**src/rtl/ysyx_210184_mem_stage.sv**
```systemverilog
// Memory-access pipeline stage: turns the EX-stage load/store bundle into a
// valid/ready data-memory request, stalls upstream while the access is in
// flight, and registers the write-back bundle for forwarding and WB.
module ysyx_210184_mem_stage #(
  parameter int REG_BUS = 64,
  parameter int MASK_W  = 8
) (
  input  logic               clk,
  input  logic               rst,
  input  logic               load_ena_i,
  input  logic               store_ena_i,
  input  logic [2:0]         load_store_bytes_i,
  input  logic [REG_BUS-1:0] addr_i,
  input  logic [REG_BUS-1:0] rs2_data_i,
  input  logic [4:0]         rd_i,
  input  logic               w_rd_ena_i,
  input  logic               inst_valid_i,
  output logic               mem_req_valid,
  input  logic               mem_req_ready,
  output logic               mem_req_wen,
  output logic [REG_BUS-1:0] mem_req_addr,
  output logic [REG_BUS-1:0] mem_req_wdata,
  output logic [MASK_W-1:0]  mem_req_wmask,
  input  logic               mem_rsp_valid,
  input  logic [REG_BUS-1:0] mem_rsp_rdata,
  output logic               stall_o,
  output logic [4:0]         rd_o,
  output logic               w_rd_ena_o,
  output logic [REG_BUS-1:0] wb_data_o,
  output logic               inst_valid_o,
  output logic               misalign_o
);

  localparam int OFF_W = $clog2(MASK_W);

  typedef enum logic [1:0] {
    IDLE = 2'd0,
    REQ  = 2'd1,
    RESP = 2'd2
  } state_t;

  state_t r_state;
  state_t w_nextState;

  logic [REG_BUS-1:0] r_addr;
  logic               r_wen;
  logic [REG_BUS-1:0] r_wdata;
  logic [MASK_W-1:0]  r_wmask;
  logic [2:0]         r_size;
  logic [OFF_W-1:0]   r_off;
  logic [4:0]         r_rd;
  logic               r_rdEna;

  logic               w_isMem;
  logic [1:0]         w_size;
  logic [OFF_W-1:0]   w_off;
  logic               w_misalign;
  logic [MASK_W-1:0]  w_baseMask;
  logic               w_startAccess;
  logic               w_finish;
  logic [REG_BUS-1:0] w_shifted;
  logic [REG_BUS-1:0] w_loadData;

  assign w_isMem       = load_ena_i | store_ena_i;
  assign w_size        = load_store_bytes_i[1:0];
  assign w_off         = addr_i[OFF_W-1:0];
  assign w_startAccess = (r_state == IDLE) & w_isMem & ~w_misalign;
  assign w_finish      = (r_state == RESP) & mem_rsp_valid;
  assign w_shifted     = mem_rsp_rdata >> {r_off, 3'b000};

  assign mem_req_wen   = r_wen;
  assign mem_req_addr  = r_addr;
  assign mem_req_wdata = r_wdata;
  assign mem_req_wmask = r_wmask;

  // Size decode: the low two code bits give the access width (111 folds onto ld).
  always_comb begin
    w_misalign = 1'b0;
    w_baseMask = MASK_W'(8'h01);
    case (w_size)
      2'd0: begin
        w_misalign = 1'b0;
        w_baseMask = MASK_W'(8'h01);
      end
      2'd1: begin
        w_misalign = addr_i[0];
        w_baseMask = MASK_W'(8'h03);
      end
      2'd2: begin
        w_misalign = |addr_i[1:0];
        w_baseMask = MASK_W'(8'h0F);
      end
      default: begin
        w_misalign = |addr_i[2:0];
        w_baseMask = MASK_W'(8'hFF);
      end
    endcase
  end

  // Load extraction: pick the addressed lane and sign/zero-extend it.
  always_comb begin
    w_loadData = w_shifted;
    case (r_size)
      3'b000:  w_loadData = {{(REG_BUS-8){w_shifted[7]}}, w_shifted[7:0]};
      3'b001:  w_loadData = {{(REG_BUS-16){w_shifted[15]}}, w_shifted[15:0]};
      3'b010:  w_loadData = {{(REG_BUS-32){w_shifted[31]}}, w_shifted[31:0]};
      3'b100:  w_loadData = {{(REG_BUS-8){1'b0}}, w_shifted[7:0]};
      3'b101:  w_loadData = {{(REG_BUS-16){1'b0}}, w_shifted[15:0]};
      3'b110:  w_loadData = {{(REG_BUS-32){1'b0}}, w_shifted[31:0]};
      default: w_loadData = w_shifted;
    endcase
    if (r_wen) begin
      w_loadData = '0;
    end
  end

  // FSM state register; reset abandons any in-flight access.
  always_ff @(posedge clk or negedge rst) begin
    if (!rst) begin
      r_state <= IDLE;
    end else begin
      r_state <= w_nextState;
    end
  end

  // FSM next state: wait for the handshake in REQ, then the response in RESP.
  always_comb begin
    w_nextState = r_state;
    case (r_state)
      IDLE:    if (w_startAccess) w_nextState = REQ;
      REQ:     if (mem_req_ready) w_nextState = RESP;
      RESP:    if (mem_rsp_valid) w_nextState = IDLE;
      default: w_nextState = IDLE;
    endcase
  end

  // FSM outputs: stall drops in the response cycle so upstream advances with us.
  always_comb begin
    mem_req_valid = 1'b0;
    stall_o       = 1'b0;
    case (r_state)
      IDLE: stall_o = w_isMem & ~w_misalign;
      REQ: begin
        mem_req_valid = 1'b1;
        stall_o       = 1'b1;
      end
      RESP:    stall_o = ~mem_rsp_valid;
      default: stall_o = 1'b0;
    endcase
    stall_o = stall_o & rst;
  end

  // Request latches, captured once when an aligned access leaves IDLE.
  always_ff @(posedge clk or negedge rst) begin
    if (!rst) begin
      r_addr  <= '0;
      r_wen   <= 1'b0;
      r_wdata <= '0;
      r_wmask <= '0;
      r_size  <= '0;
      r_off   <= '0;
      r_rd    <= '0;
      r_rdEna <= 1'b0;
    end else if (w_startAccess) begin
      r_addr  <= {addr_i[REG_BUS-1:OFF_W], {OFF_W{1'b0}}};
      r_wen   <= store_ena_i;
      r_wdata <= rs2_data_i << {w_off, 3'b000};
      r_wmask <= w_baseMask << w_off;
      r_size  <= load_store_bytes_i;
      r_off   <= w_off;
      r_rd    <= rd_i;
      r_rdEna <= w_rd_ena_i & ~store_ena_i;
    end
  end

  // Write-back bundle: pass-through, bubble, misalign flag or completed access.
  always_ff @(posedge clk or negedge rst) begin
    if (!rst) begin
      rd_o         <= '0;
      w_rd_ena_o   <= 1'b0;
      wb_data_o    <= '0;
      inst_valid_o <= 1'b0;
      misalign_o   <= 1'b0;
    end else if (r_state == IDLE) begin
      if (!w_isMem) begin
        rd_o         <= rd_i;
        w_rd_ena_o   <= w_rd_ena_i;
        wb_data_o    <= addr_i;
        inst_valid_o <= inst_valid_i;
        misalign_o   <= 1'b0;
      end else if (w_misalign) begin
        rd_o         <= rd_i;
        w_rd_ena_o   <= 1'b0;
        wb_data_o    <= '0;
        inst_valid_o <= inst_valid_i;
        misalign_o   <= 1'b1;
      end else begin
        w_rd_ena_o   <= 1'b0;
        inst_valid_o <= 1'b0;
        misalign_o   <= 1'b0;
      end
    end else if (w_finish) begin
      rd_o         <= r_rd;
      w_rd_ena_o   <= r_rdEna;
      wb_data_o    <= w_loadData;
      inst_valid_o <= 1'b1;
      misalign_o   <= 1'b0;
    end
  end

endmodule
```
**config.mk**
```make
export PLATFORM = sky130hd
export DESIGN_NAME = ysyx_210184_mem_stage
export DESIGN_NICKNAME = d
export VERILOG_FILES = /design/src/rtl/ysyx_210184_mem_stage.sv
export SDC_FILE = /design/constraint.sdc
export NUM_CORES = 1
export LEC_CHECK = 0
export CAP_MARGIN = 15
export CORE_AREA = 2 2 163 165
export CTS_CLUSTER_DIAMETER = 100
export DETAILED_ROUTE_END_ITERATION = 10
export DIE_AREA = 0 0 165 167
export MAX_ROUTING_LAYER = met4
export PLACE_DENSITY = 0.79
export REMOVE_ABC_BUFFERS = 1
export SLEW_MARGIN = 25
export SYNTH_ARGS = -nofsm -noshare
export SYNTH_HDL_FRONTEND = slang
export SYNTH_SLANG_ARGS = --single-unit
```
**constraint.sdc**
```tcl
create_clock -name clk -period 3.6 [get_ports clk]
set_clock_uncertainty 0.15 [all_clocks]
set_input_delay 0.72 -clock clk [delete_from_list [all_inputs] [get_ports clk]]
set_output_delay 0.72 -clock clk [all_outputs]
set_load 0.01 [all_outputs]
```
## Word-level counts from Yosys, hierarchy flattened

Index checks and enable logic that the tools add are counted.

- Equality and inequality tests: 13
- Shift-type cells: 3
- Muxes and demuxes: 29
- Bitwise operators: 10
- Reductions and logical operators: 8

Operators with widths:

| cell | count |
|---|---|
| 64-bit case mux with 6 select lines | 1 |
| 64-bit 2-to-1 mux | 5 |
| 64-bit by 6-bit left shift with 64-bit output | 1 |
| 64-bit by 6-bit right shift with 64-bit output | 1 |
| 8-bit case mux with 3 select lines | 1 |
| 5-bit 2-to-1 mux | 4 |
| 1-bit 2-to-1 mux | 12 |
| 3-bit equality test (second input constant) | 3 |
| 8-bit by 3-bit left shift with 8-bit output | 1 |
| 1-bit AND | 6 |
| 2-bit 2-to-1 mux | 3 |
| 2-bit != test (second input constant) | 3 |
| 1-bit case mux with 3 select lines | 2 |
| 2-bit case mux with 3 select lines | 1 |
| 2-bit by 1-bit equality test with 1-bit output (second input constant) | 2 |
| 2-bit equality test (second input constant) | 2 |
| 2-bit zero test | 2 |
| 3-bit by 1-bit equality test with 1-bit output (second input constant) | 1 |
| 3-bit by 2-bit equality test with 1-bit output (second input constant) | 1 |
| 3-bit zero test | 1 |
| 3-bit != test (second input constant) | 1 |
| 1-bit inverter | 3 |
| 3-bit AND reduction | 1 |
| 3-bit OR reduction | 1 |
| 4 further kinds | 4 |

- Flip-flop bits (word level): 220
- Input port bits: 208
- Output and inout bits: 211
- Word-level logic and storage cells: 77

## Depth between registers and ports, before layout

- Word-level depth: 6
- Depth in mapped cells: 9
- Mapped depth without buffers: 5

## Worst setup path before layout

OpenSTA, ideal clock, no wires.

- Path kind: input-to-output
- Start: input load_store_bytes_i[1]
- End: output stall_o
- Arrival: 2.108 ns
- Required time: 2.730 ns
- Setup slack: 0.622 ns
- Stages on the path: 6
- Buffers on the path: 3
- Cells stage by stage: clkbuf_1 a21oi_1 o21ai_1 clkbuf_1 clkbuf_1 a21boi_0

- Longest elaborated chain between the ends: 6
- Elaborated cells on any way between the ends: 8
- Those cells by class: eq/ne (2); mux (2); bitwise (3); reduce/logical (1)

RTL lines:

| element | RTL line | text |
|---|---|---|
| start: declaration | 12 | `input logic [2:0] load_store_bytes_i,` |
| 2-bit equality test, or another cell as far along | 80 | `case (w_size)` |
| 1-bit case mux with 3 select lines (*) | 80 |  |
| 1-bit inverter (*) | 142 | `IDLE: stall_o = w_isMem & ~w_misalign;` |
| 1-bit AND (*) | 142 |  |
| 1-bit case mux with 3 select lines (*) | 141 | `case (r_state)` |
| 1-bit AND (*) | 150 | `stall_o = stall_o & rst;` |
| end: declaration | 26 | `output logic stall_o,` |

Mark *: on every way between the ends. The rest lies on a longest branch, timed or not.

## Worst setup path after layout

- Start: input store_ena_i
- End: output stall_o

- Longest elaborated chain between the ends: 4

RTL lines:

| element | RTL line | text |
|---|---|---|
| start: declaration | 11 | `input logic store_ena_i,` |
| 1-bit OR | 64 | `assign w_isMem = load_ena_i \| store_ena_i;` |
| 1-bit AND | 142 |  |
| 1-bit case mux with 3 select lines | 141 |  |
| 1-bit AND | 150 |  |

Every way passes these cells.

==> run summary <==
STATUS
-----------------------------------------------------------------------------------------------------
Result of the run                                                                           completed

CLOCKING
-----------------------------------------------------------------------------------------------------
Cell at the root of the clock tree                                                          clkbuf_16
Clock insertion delay at the later pin of the skew report                                     0.53 ns
# H-tree levels                                                                                     1
Number of buffers inserted by hold repair at cts                                                    0
Clk sinks                                                                                         220
Number of gates resized after CTS                                                                   0
Buffers inserted during post-CTS setup optimization                                                 0
Total clock buffers created by CTS                                                                 25
Clock-pin transition on the worst setup and hold timing paths                                 0.06 ns
CTS tree                                                                                          yes
Maximum clock insertion buffer count                                                                3

POWER AND IR DROP
-----------------------------------------------------------------------------------------------------
Static leakage                                                                               7.436 nW
Portion of total power attributed to the clock network                                          20.0%
Part of the power in registers                                                                  30.5%
Switching Share                                                                                36.82%
Maximum vdd drop                                                                            0.6374 mV
Internal cell power                                                                          9.173 mW
Comb power frac                                                                                 49.6%
Reported net switching power                                                                 5.346 mW
Pwr/cell area                                                                            834.6 mW/mm^2

ROUTING
-----------------------------------------------------------------------------------------------------
Detailed-route vias per instance                                                                5.771
Total wirelength of the detailed-routed design                                              42,120 um
Detailed-router iteration count before antenna repair                                               5
Vias                                                                                           11,260
DRC violations left                                                                                 0
Count of routing violations after the opening detailed-route iteration                            865
Detail-routed net length per standard cell                                                   21.59 um
Residual antenna-violating net count after detailed routing                                         0

SYNTHESIS
-----------------------------------------------------------------------------------------------------
Main combinational cell family by area after synthesis                                   multiplexers
Synthesized cell area                                                                    0.01203 mm^2
Mean Syn Cell Area                                                                         9.781 um^2
Number of warnings reported in the yosys synthesis log                                              0
Main synth FF type                                                                            dfrtp_1
Simple logic cell fraction of the synthesized area                                             12.67%
Distinct cell type count after synthesis                                                           54
Post-synthesis share of cell area spent on full adders, half adders and majority gates             0%
Number of cells produced by synthesis                                                           1,230
Fraction of synthesis flops using an asynchronous set or reset pin                             100.0%
Parity-gate share of the synthesized area counting xor and xnor cells                              0%
Area fraction in compound gates after synthesis                                                18.45%
Leading post-synthesis cells by cell area                                                dfrtp_1 46%, mux2i_1 9.2%, mux2_2 7.9%
Portion of synthesized cell area occupied by the leading cell type                             45.76%
Yosys reg bits                                                                                    220
EDFF count, synth                                                                                   0
Register area share after synthesis                                                            45.76%
Multiplexer share of the synthesized area                                                      18.94%
Cell accounting for the most synthesized area                                                 dfrtp_1

CELLS AND AREA
-----------------------------------------------------------------------------------------------------
Synthesis-to-finish area growth                                                                44.61%
Utilization of the core after routing                                                          67.52%
Layout cell share with drive strength beyond 1                                                 13.32%
Number of fill cells                                                                            2,039
Area of the multi-input gates                                                            0.006062 mm^2
Sequential cell area                                                                     0.005510 mm^2
Final #Nets                                                                                     1,804

CRITICAL PATH
-----------------------------------------------------------------------------------------------------
Kind of launch point of the worst setup path                                               input port
Stage delay of the slowest cell on the critical path                                          0.57 ns
Number of stages on the worst setup path                                                            6
Critical Path Fanout Max                                                                            4
Worst reg2reg path depth                                                                            6
Number of buffer and inverter instances along the worst setup path                                  2
Critical path required time                                                                   2.73 ns
Worst-path cell with the longest stage delay                                             clkdlybuf4s50_1
Worst setup path class                                                                   input port to output pin
Category of the worst setup path capture point                                             output pin
Endpoint arrival time on the critical path                                                    2.60 ns
Worst path top cell family by delay                                                      buffers and inverters
Critical path's most frequent cell                                                       clkdlybuf4s50_1
Ordered list of cells on the worst path                                                  clkdlybuf4s50_1 -> nor2_1 -> nor3_1 -> o21ai_4 -> a21boi_0 -> clkdlybuf4s50_1

STA
-----------------------------------------------------------------------------------------------------
Maximum clock frequency                                                                     288.1 MHz
Tightest Pin Transition                                                                     0.9443 ns
Final setup violation count                                                                         0
Final Hold Fails                                                                                    0
Portion of the clock cycle consumed by the worst path in the final layout                      96.42%
Post-route setup TNS                                                                             0 ns
RSZ-0062 raised after global routing                                                               no
Shortest clock period the worst path allows after layout                                     3.471 ns
Max-slew violation count                                                                            0
Headroom to the max-slew limit                                                                 37.05%

GLOBAL ROUTING
-----------------------------------------------------------------------------------------------------
First-pass GRT wire length                                                                  64,230 um
Largest net degree at the start of global routing                                                 218
Number of antenna violations at the first check in global routing                                   2
Global router's overall resource usage                                                         30.65%
Total global routing overflow                                                                       0
Number of global-route vias before repair                                                      11,110

FLOORPLANNING
-----------------------------------------------------------------------------------------------------
Full die area                                                                            0.02756 mm^2
Core area                                                                                0.02576 mm^2
Initial Utilization                                                                            46.70%
Rows                                                                                               59
Height of the die                                                                              167 um
I/O pin count                                                                                     419
Floorplan die width                                                                            165 um

PLACED DESIGN
-----------------------------------------------------------------------------------------------------
RD Place Congestion                                                                            0.9304
IO Port Bufs                                                                                      415
DPL Wire Length                                                                             29,560 um

RUN
-----------------------------------------------------------------------------------------------------
Max cap viols                                                                                       0

WORST HOLD PATH
-----------------------------------------------------------------------------------------------------
Classification of the worst-slack hold path                                              input port to asynchronous set/reset pin

-- power groups by stage --
stage	Combinational (mW)	Sequential [mW]	Clock, mW
floorplan	3.12	4.97	0
global placement	7.04	4.39	0
detailed placement	7.17	4.43	0
CTS	7.20	4.41	2.93
global route	7.70	4.56	3.02
finish	7.20	4.42	2.90
-- metal layers --
layer / track usage, % / wire (um)
met5: - / 0
met1: 39.77 / 17290
met4: 13.69 / 2008
met3: 4.184 / 2684
met2: 47.77 / 20140
-- flip-flops by register name, indices dropped and copies added, names as in the netlist --
signal	flops
wb_data_o	64
w_rd_ena_o	1
r_rd	5
misalign_o	1
mem_req_wen	1
r_rdEna	1
r_size	3
r_state	2
mem_req_wdata	64
inst_valid_o	1
mem_req_wmask	8
r_off	3
mem_req_addr	61
rd_o	5
-- stage by stage --
step | worst slack, ns | total power, mW | hold WS (ns) | instances | cell area [um^2]
finish | 0.1290 | 14.52 | 0.1564 | 1951 | 17400
global route | 0.008218 | 15.29 | 0.2055 | 1951 | 17400
CTS | 0.1340 | 14.54 | 0.1703 | 1949 | 17390
detailed placement | 0.1469 | 11.60 | 0.3158 | 1904 | 16460
global placement | 0.1481 | 11.43 | 0.3109 | 1904 | 16460
floorplan | -6.964 | 8.083 | 0.2744 | 1123 | 11560
-- layout by cell type, fill, tap and decap left out, types with 23 or more instances in the layout --
master           instances
clkdlybuf4s50_1        412
o21ai_2                 31
a22oi_1                 56
nor2_1                  91
a31oi_1                 25
nand2_1                187
dfrtp_1                218
mux2_2                  84
clkbuf_16               25
buf_4                   27
nand3_1                 23
a21oi_1                 43
o21ai_0                 85
mux2i_1                111
-- final cells by class --
class / instances / share of cell area [%]
clock buffers: 35 / 4.157
inverters: 6 / 0.1295
diodes: 2 / 0.02877
clock inverters: 10 / 1.194
well taps: 335 / 2.409
repair buffers: 446 / 25.56
flip-flops and latches: 220 / 31.67
multi-input cells: 897 / 34.85
-- cell families (layout without fill, tap and decap cells) --
kind of cell	after synthesis	in the layout
other cells	1	5
simple gates	354	354
flops	220	220
buf+inv	115	497
compound gates	334	334
mux	206	206
-- worst paths after layout --
path / from / to / slack [ns]
max reg2reg: r_off[0]$_DFFE_PN0P_ / wb_data_o[58]$_DFFE_PN0P_ / 0.66
max: store_ena_i / stall_o / 0.13
max in group asynchronous: rst / mem_req_wdata[4]$_DFFE_PN0P_ / 1.77
min: rst / mem_req_addr[59]$_DFFE_PN0P_ / 0.16
min in group clk: mem_req_wmask[1]$_DFFE_PN0P_ / mem_req_wmask[1]$_DFFE_PN0P_ / 0.32
min reg2reg: mem_req_wmask[1]$_DFFE_PN0P_ / mem_req_wmask[1]$_DFFE_PN0P_ / 0.32
-- cell usage after synthesis (10+ instances only) --
| master | n |
|---|---|
| dfrtp_1 | 220 |
| nand2_1 | 187 |
| mux2i_1 | 111 |
| nor2_1 | 92 |
| o21ai_0 | 85 |
| mux2_2 | 84 |
| clkbuf_1 | 72 |
| a22oi_1 | 56 |
| a21oi_1 | 43 |
| o21ai_2 | 31 |
| a31oi_1 | 25 |
| nand3_1 | 23 |
| o31ai_1 | 20 |
| buf_2 | 18 |
| a2bb2oi_1 | 14 |
| nor2b_1 | 13 |
| a211oi_1 | 12 |
| nand2b_1 | 12 |
| o21ai_1 | 12 |
| buf_1 | 11 |
| and2_1 | 10 |
Note: power is estimated with default switching activity, not from simulation.
